**src/rtl/keypad_pkg.sv**
```systemverilog
// Shared types and constants for the keypad entry controller.
package keypad_pkg;

  localparam int KEY_W = 4;

  localparam logic [KEY_W-1:0] DEFAULT_ENTER_KEY = 4'hF;
  localparam logic [KEY_W-1:0] DEFAULT_CLEAR_KEY = 4'hE;

  // Debouncer FSM states.
  typedef enum logic [1:0] {
    IDLE     = 2'd0,
    PRESS_DB = 2'd1,
    HELD     = 2'd2,
    REL_DB   = 2'd3
  } kp_state_t;

  // What an accepted key press does to the entry buffer.
  typedef enum logic [1:0] {
    ACT_DIGIT = 2'd0,
    ACT_CLEAR = 2'd1,
    ACT_ENTER = 2'd2,
    ACT_NONE  = 2'd3
  } key_action_t;

  // Map a key code onto its buffer action; anything not ENTER/CLEAR is a digit.
  function automatic key_action_t classify_key(input logic [KEY_W-1:0] code,
                                               input logic [KEY_W-1:0] enter_key,
                                               input logic [KEY_W-1:0] clear_key);
    key_action_t act;
    if (code == enter_key) begin
      act = ACT_ENTER;
    end else if (code == clear_key) begin
      act = ACT_CLEAR;
    end else begin
      act = ACT_DIGIT;
    end
    return act;
  endfunction

endpackage

```
**src/rtl/keypad_entry_ctrl_if.sv**
```systemverilog
// Committed-number valid/ready port between the keypad controller and its consumer.
interface keypad_entry_ctrl_if #(
  parameter int DIGITS = 4
) ();
  import keypad_pkg::*;

  logic [KEY_W*DIGITS-1:0] num;
  logic                    num_valid;
  logic                    num_ready;

  // Producer side (keypad controller).
  modport master (
    output num,
    output num_valid,
    input  num_ready
  );

  // Consumer side (game/ALU logic).
  modport slave (
    input  num,
    input  num_valid,
    output num_ready
  );

endinterface

```
**src/rtl/keypad_debouncer.sv**
```systemverilog
// Synchronises the scanner's key code/qualifier and turns each physical
// press into a single strobe after DEBOUNCE stable cycles.
module keypad_debouncer
  import keypad_pkg::*;
#(
  parameter int DEBOUNCE = 5000
) (
  input  logic             clk,
  input  logic             rst,
  input  logic [KEY_W-1:0] key_value,
  input  logic             key_valid,
  output logic             strobe,
  output logic [KEY_W-1:0] code
);

  localparam int             CNT_W    = (DEBOUNCE > 1) ? $clog2(DEBOUNCE) : 1;
  localparam logic [CNT_W-1:0] CNT_LAST = CNT_W'(DEBOUNCE - 1);

  logic [KEY_W-1:0] kv_meta_r;
  logic [KEY_W-1:0] kv_s;
  logic             kval_meta_r;
  logic             kval_s;

  kp_state_t        state_r;
  logic [CNT_W-1:0] cnt_r;
  logic [KEY_W-1:0] code_r;

  logic             press_ok_s;
  logic             cnt_done_s;

  // Two-flop synchroniser for the scan-domain key code and qualifier.
  always_ff @(posedge clk) begin
    if (rst) begin
      kv_meta_r   <= 4'h0;
      kv_s        <= 4'h0;
      kval_meta_r <= 1'b0;
      kval_s      <= 1'b0;
    end else begin
      kv_meta_r   <= key_value;
      kv_s        <= kv_meta_r;
      kval_meta_r <= key_valid;
      kval_s      <= kval_meta_r;
    end
  end

  // The press stays qualified only while the same key remains held.
  assign press_ok_s = kval_s && (kv_s == code_r);
  assign cnt_done_s = (cnt_r == CNT_LAST);

  // Press/release debounce FSM; a key must be released and re-qualified to repeat.
  always_ff @(posedge clk) begin
    if (rst) begin
      state_r <= IDLE;
      cnt_r   <= '0;
      code_r  <= 4'h0;
    end else begin
      case (state_r)
        IDLE: begin
          if (kval_s) begin
            code_r  <= kv_s;
            cnt_r   <= '0;
            state_r <= PRESS_DB;
          end
        end
        PRESS_DB: begin
          if (!press_ok_s) begin
            state_r <= IDLE;
          end else if (cnt_done_s) begin
            state_r <= HELD;
          end else begin
            cnt_r <= cnt_r + CNT_W'(1);
          end
        end
        HELD: begin
          if (!kval_s) begin
            cnt_r   <= '0;
            state_r <= REL_DB;
          end
        end
        REL_DB: begin
          if (kval_s) begin
            state_r <= HELD;
          end else if (cnt_done_s) begin
            state_r <= IDLE;
          end else begin
            cnt_r <= cnt_r + CNT_W'(1);
          end
        end
        default: begin
          state_r <= IDLE;
          cnt_r   <= '0;
        end
      endcase
    end
  end

  // The strobe marks the PRESS_DB -> HELD cycle itself, decoded purely from
  // flops, so the entry logic acts on it in the same cycle.
  assign strobe = (state_r == PRESS_DB) && press_ok_s && cnt_done_s;
  assign code   = code_r;

endmodule

```
**src/rtl/keypad_entry_ctrl.sv**
```systemverilog
// Keypad entry controller: debounced key presses build a hex-digit entry
// that ENTER commits to a valid/ready port and CLEAR empties.
module keypad_entry_ctrl
  import keypad_pkg::*;
#(
  parameter int               DIGITS    = 4,
  parameter int               DEBOUNCE  = 5000,
  parameter logic [KEY_W-1:0] ENTER_KEY = DEFAULT_ENTER_KEY,
  parameter logic [KEY_W-1:0] CLEAR_KEY = DEFAULT_CLEAR_KEY
) (
  input  logic                    clk,
  input  logic                    rst,
  input  logic [KEY_W-1:0]        key_value,
  input  logic                    key_valid,
  output logic [KEY_W*DIGITS-1:0] entry,
  output logic [3:0]              digit_count,
  keypad_entry_ctrl_if.master     num_port,
  output logic                    key_strobe,
  output logic                    err
);

  localparam int         ENTRY_W  = KEY_W * DIGITS;
  localparam logic [3:0] DIGITS_C = 4'(DIGITS);

  logic               strobe_s;
  logic [KEY_W-1:0]   code_s;

  logic [ENTRY_W-1:0] entry_r;
  logic [3:0]         count_r;
  logic [ENTRY_W-1:0] num_r;
  logic               num_valid_r;
  logic               err_r;

  logic [ENTRY_W-1:0] entry_nxt_s;
  logic [3:0]         count_nxt_s;
  logic [ENTRY_W-1:0] num_nxt_s;
  logic               num_valid_nxt_s;
  logic               err_nxt_s;
  logic               accept_s;

  keypad_debouncer #(
    .DEBOUNCE (DEBOUNCE)
  ) u_debouncer (
    .clk       (clk),
    .rst       (rst),
    .key_value (key_value),
    .key_valid (key_valid),
    .strobe    (strobe_s),
    .code      (code_s)
  );

  assign accept_s = num_valid_r && num_port.num_ready;

  // Next-state of the entry buffer and commit port for the current strobe.
  always_comb begin
    entry_nxt_s     = entry_r;
    count_nxt_s     = count_r;
    num_nxt_s       = num_r;
    err_nxt_s       = 1'b0;
    // A consumed number frees the port; a commit below may refill it at once.
    if (accept_s) begin
      num_valid_nxt_s = 1'b0;
    end else begin
      num_valid_nxt_s = num_valid_r;
    end
    if (strobe_s) begin
      case (classify_key(code_s, ENTER_KEY, CLEAR_KEY))
        ACT_DIGIT: begin
          if (count_r < DIGITS_C) begin
            entry_nxt_s = (entry_r << KEY_W) | ENTRY_W'(code_s);
            count_nxt_s = count_r + 4'd1;
          end else begin
            err_nxt_s = 1'b1;
          end
        end
        ACT_CLEAR: begin
          entry_nxt_s = '0;
          count_nxt_s = 4'd0;
        end
        ACT_ENTER: begin
          // Port busy means valid and not being drained in this same cycle.
          if ((count_r == 4'd0) || (num_valid_r && !num_port.num_ready)) begin
            err_nxt_s = 1'b1;
          end else begin
            num_nxt_s       = entry_r;
            num_valid_nxt_s = 1'b1;
            entry_nxt_s     = '0;
            count_nxt_s     = 4'd0;
          end
        end
        default: begin
          err_nxt_s = 1'b0;
        end
      endcase
    end else begin
      err_nxt_s = 1'b0;
    end
  end

  // Register the buffer, commit port and error pulse.
  always_ff @(posedge clk) begin
    if (rst) begin
      entry_r     <= '0;
      count_r     <= 4'd0;
      num_r       <= '0;
      num_valid_r <= 1'b0;
      err_r       <= 1'b0;
    end else begin
      entry_r     <= entry_nxt_s;
      count_r     <= count_nxt_s;
      num_r       <= num_nxt_s;
      num_valid_r <= num_valid_nxt_s;
      err_r       <= err_nxt_s;
    end
  end

  assign entry              = entry_r;
  assign digit_count        = count_r;
  assign num_port.num       = num_r;
  assign num_port.num_valid = num_valid_r;
  assign key_strobe         = strobe_s;
  assign err                = err_r;

endmodule

```
**src/flat_wrapper.sv**
```systemverilog
// flat-port wrapper written by rule: the top's interface ports become plain ports
module keypad_entry_ctrl_flat import keypad_pkg::*;
#(
  parameter int               DIGITS    = 4,
  parameter int               DEBOUNCE  = 5000,
  parameter logic [KEY_W-1:0] ENTER_KEY = DEFAULT_ENTER_KEY,
  parameter logic [KEY_W-1:0] CLEAR_KEY = DEFAULT_CLEAR_KEY
)
  (clk, rst, key_value, key_valid, entry, digit_count, key_strobe, err, num_port_num, num_port_num_valid, num_port_num_ready);
  keypad_entry_ctrl_if #(.DIGITS(DIGITS)) num_port_i ();
  input  logic clk;
  input  logic rst;
  input  logic [KEY_W-1:0] key_value;
  input  logic key_valid;
  output logic [KEY_W*DIGITS-1:0] entry;
  output logic [3:0] digit_count;
  output logic key_strobe;
  output logic err;
  output wire logic [$bits(num_port_i.num)-1:0] num_port_num;
  output wire logic [$bits(num_port_i.num_valid)-1:0] num_port_num_valid;
  input wire logic [$bits(num_port_i.num_ready)-1:0] num_port_num_ready;
  assign num_port_num = num_port_i.num;
  assign num_port_num_valid = num_port_i.num_valid;
  assign num_port_i.num_ready = num_port_num_ready;
  keypad_entry_ctrl #(.DIGITS(DIGITS), .DEBOUNCE(DEBOUNCE), .ENTER_KEY(ENTER_KEY), .CLEAR_KEY(CLEAR_KEY)) u_core (.clk(clk), .rst(rst), .key_value(key_value), .key_valid(key_valid), .entry(entry), .digit_count(digit_count), .num_port(num_port_i), .key_strobe(key_strobe), .err(err));
endmodule
```
**config.mk**
```make
export PLATFORM = sky130hd
export DESIGN_NAME = keypad_entry_ctrl_flat
export DESIGN_NICKNAME = d
export VERILOG_FILES = /design/src/rtl/keypad_pkg.sv /design/src/rtl/keypad_entry_ctrl_if.sv /design/src/rtl/keypad_debouncer.sv /design/src/rtl/keypad_entry_ctrl.sv /design/src/flat_wrapper.sv
export SDC_FILE = /design/constraint.sdc
export NUM_CORES = 1
export LEC_CHECK = 0
export ABC_CLOCK_PERIOD_IN_PS = 3850
export CAP_MARGIN = 10
export CORE_AREA = 8 8 109 111
export DETAILED_ROUTE_END_ITERATION = 7
export DIE_AREA = 0 0 117 119
export DONT_BUFFER_PORTS = 1
export SLEW_MARGIN = 20
export SYNTH_ARGS = -nofsm -noshare
export SYNTH_HDL_FRONTEND = slang
export SYNTH_SLANG_ARGS = --single-unit
```
**constraint.sdc**
```tcl
create_clock -name clk -period 3.85 [get_ports clk]
set_input_delay 0.77 -clock clk [delete_from_list [all_inputs] [get_ports clk]]
set_output_delay 0.77 -clock clk [all_outputs]
set_load 0.01 [all_outputs]
```
==> out/metrics.yaml <==
drt:
  post_drt_wl_per_cell_um: 14.8
  dr.pass1.iters: 4
  antenna_left: 0
  drcViolationCount: 0
  drtIter0Drc: 235
  vias: 2287
  viasPerCell: 5.02
  finalWirelength_um: 6750
sta:
  fin_crit_ps: 2660
  skew_ps: 11.9
  setup_ws_ps: 1190
  final_hold_viol_count: 0
  setup_tns_ps: 0
  tightest_slew_ps: 938
  setup-violations-final: 0
  drv_slew: 0
  slew_headroom: 0.375
  rsz0062_at_grt: "no"
  fmax_ghz: 0.375
  finalCritPeriodShare: 0.692
cts:
  cts_tree: "yes"
  clk_latency_ps: 340
  worst_setup_hold_path_clk_slew_ps: 70
  h-tree-depth: 3
  numCtsBuffers: 9
  clock_path_buffers: 2
  cts.sinks: 67
  cts_hold_buf: 0
  cts_setup_buffers: 0
  cts_resized: 0
  cts-root-buf: "clkbuf_8"
global_route:
  grt_start_max_net_pins: 54
  grt-ovfl-total: 0
  track_usage: 0.100
  first_global_vias: 2089
  grt_pass1_wl_um: 11000
  antenna_found_initial: 0
critical_path:
  slowest_delay_ps: 390
  start_kind: "register"
  crit_chain: "ha_1 -> nor4bb_1 -> and4_1 -> nand4_1 -> inv_1"
  endpoint_kind: "primary output"
  required_ps: 3080
  worst-path-max-fanout: 6
  path_class: "reg -> out"
  critPathSlowestCell: "dfxtp_1"
  arrival_ps: 1890
finish:
  final_cell_mix: "dfxtp_1, nand2_1, mux2i_1"
  drive_gt1_frac: 0.0813
  antenna_cells: 0
  final_common_cell: "dfxtp_1"
  syn_to_final_growth_pct: 10.1
  layout.nets: 326
die:
  die_w_um: 117
  coreArea_um2: 10100
  io_pins: 47
  start_util: 0.292
  dieArea_um2: 13900
  rows: 37
  fp.dieH_um: 119
synth:
  syn_avg_cell_area_um2: 9.28
  yosysWarnings: 0
  synth_top_flop_cell: "dfxtp_1"
  yosys_register_bits: 67
  syn_inst: 318
  synth_cell_types: 53
  synth_edf_count: 0
  synth_area_um2: 2950
  async_flop_share: 0
  yosysSeqAreaShare: 0.454
  syn_nets: 329
power:
  peakVddDrop_uv: 207
  leakagePower_nw: 1.16
  p_sw_frac: 0.231
  intPower_mw: 1.01
  pwr-share-clk: 0.433
  powerDensity_nw_per_um2: 406
  switchingPower_mw: 0.305
  share_comb_of_total_power: 0.030
  power_frac_seq: 0.537
placed_design:
  pre_cts_slack_ps: 1460
  gp_congestion: 0.841
  place.port_buffers: 0
  hpwl_um: 4750
worst_hold_path:
  worstHoldPathType: "reg -> reg"
outcome:
  outcome: "finished clean"
job:
  timing.max_cap.violations: 0
[worst paths after layout]
kind / from / endpoint / slack, ps / cells after the start
setup / recovery: u_core.u_debouncer.cnt_r[0] / key_strobe / 1190 / 5
setup reg to reg: u_core.u_debouncer.cnt_r[0] / u_core.num_port.num[6] / 1490 / 6
hold / removal: u_core.u_debouncer.kv_meta_r[3] / u_core.u_debouncer.kv_s[3] / 440 / 1
hold reg to reg: u_core.u_debouncer.kv_meta_r[3] / u_core.u_debouncer.kv_s[3] / 440 / 1
[power by group through the flow]
stage	clock network [mW]	logic [mW]	registers (mW)
floorplan	0	0.0352	0.721
global placement	0	0.0382	0.723
CTS	0.585	0.0386	0.707
detailed placement	0	0.0384	0.724
global route	0.626	0.0435	0.709
finish	0.571	0.0394	0.707
[cells in the mapped netlist (3+ instances only)]
library cell  instances  area (um2)
a21oi_1               7        35.0
or4_1                 4        30.0
or3_1                 5        31.3
o311ai_0              3        26.3
mux2i_1              36         360
dfxtp_1              67        1340
o2111ai_1             3        26.3
o21ai_0               5        25.0
clkbuf_1             11        41.3
ha_1                  3        37.5
nor2_1               14        52.6
nand4_1               4        25.0
xor2_1                5        43.8
nand3_1              25         125
o211ai_1              7        52.6
o31ai_1               4        30.0
nor2b_1              11        68.8
inv_1                 8        30.0
nand2b_1              4        25.0
nand2_1              49         184
[flip-flops by register name, indices dropped and copies added (netlist names)]
register and count:
u_core.entry 16, u_core.num_port.num 16, u_core.u_debouncer.cnt_r 13, u_core.digit_count 4
u_core.u_debouncer.code 4, u_core.u_debouncer.kv_meta_r 4, u_core.u_debouncer.kv_s 4, u_core.u_debouncer.state_r 2
u_core.err 1, u_core.num_port.num_valid 1, u_core.u_debouncer.kval_meta_r 1, u_core.u_debouncer.kval_s 1
[metal layers]
layer / track usage / vias up / part of all wire
met5: 0 / - / 0
met4: 0.0576 / 0 / 0.019
met3: 0.0328 / 9 / 0.075
met2: 0.151 / 71 / 0.47
met1: 0.121 / 1065 / 0.44
li1: - / 1142 / -
[cells by family after synthesis]
kind of cell	after synthesis	synth area share
simple gates	136	0.242
flops	67	0.454
compound gates	45	0.109
mux	36	0.122
buf+inv	25	0.0420
xor+xnor	6	0.0178
fa+ha+maj	3	0.0127
[stage by stage]
stage	total power, mW	area [um2]	util	instances	hold WS [ps]
2_1_floorplan	0.756	2950	-	318	414
3_3_place_gp	0.762	3050	0.302	440	423
3_5_place_dp	0.762	3050	0.302	440	428
4_1_cts	1.33	3250	0.322	456	440
5_1_grt	1.38	3250	0.322	456	455
6_report	1.32	3250	0.322	456	436
[critical path: cells and delay by family (launching register included)]
family / cells / cell delay [ps]
DFF: 1 / 390
and+or+nand+nor: 3 / 730
adders and majority gates: 1 / 220
buffers and inverters: 1 / 220
[cell type report]
cell class | instances | area (um2)
clock buffers | 10 | 128
clock inverters | 6 | 66.3
fillers | 1073 | 6840
inverters | 9 | 33.8
multi-input cells | 226 | 1500
flip-flops and latches | 67 | 1340
well taps | 136 | 170
repair buffers | 2 | 15.0
(Power assumes the default switching activity.)
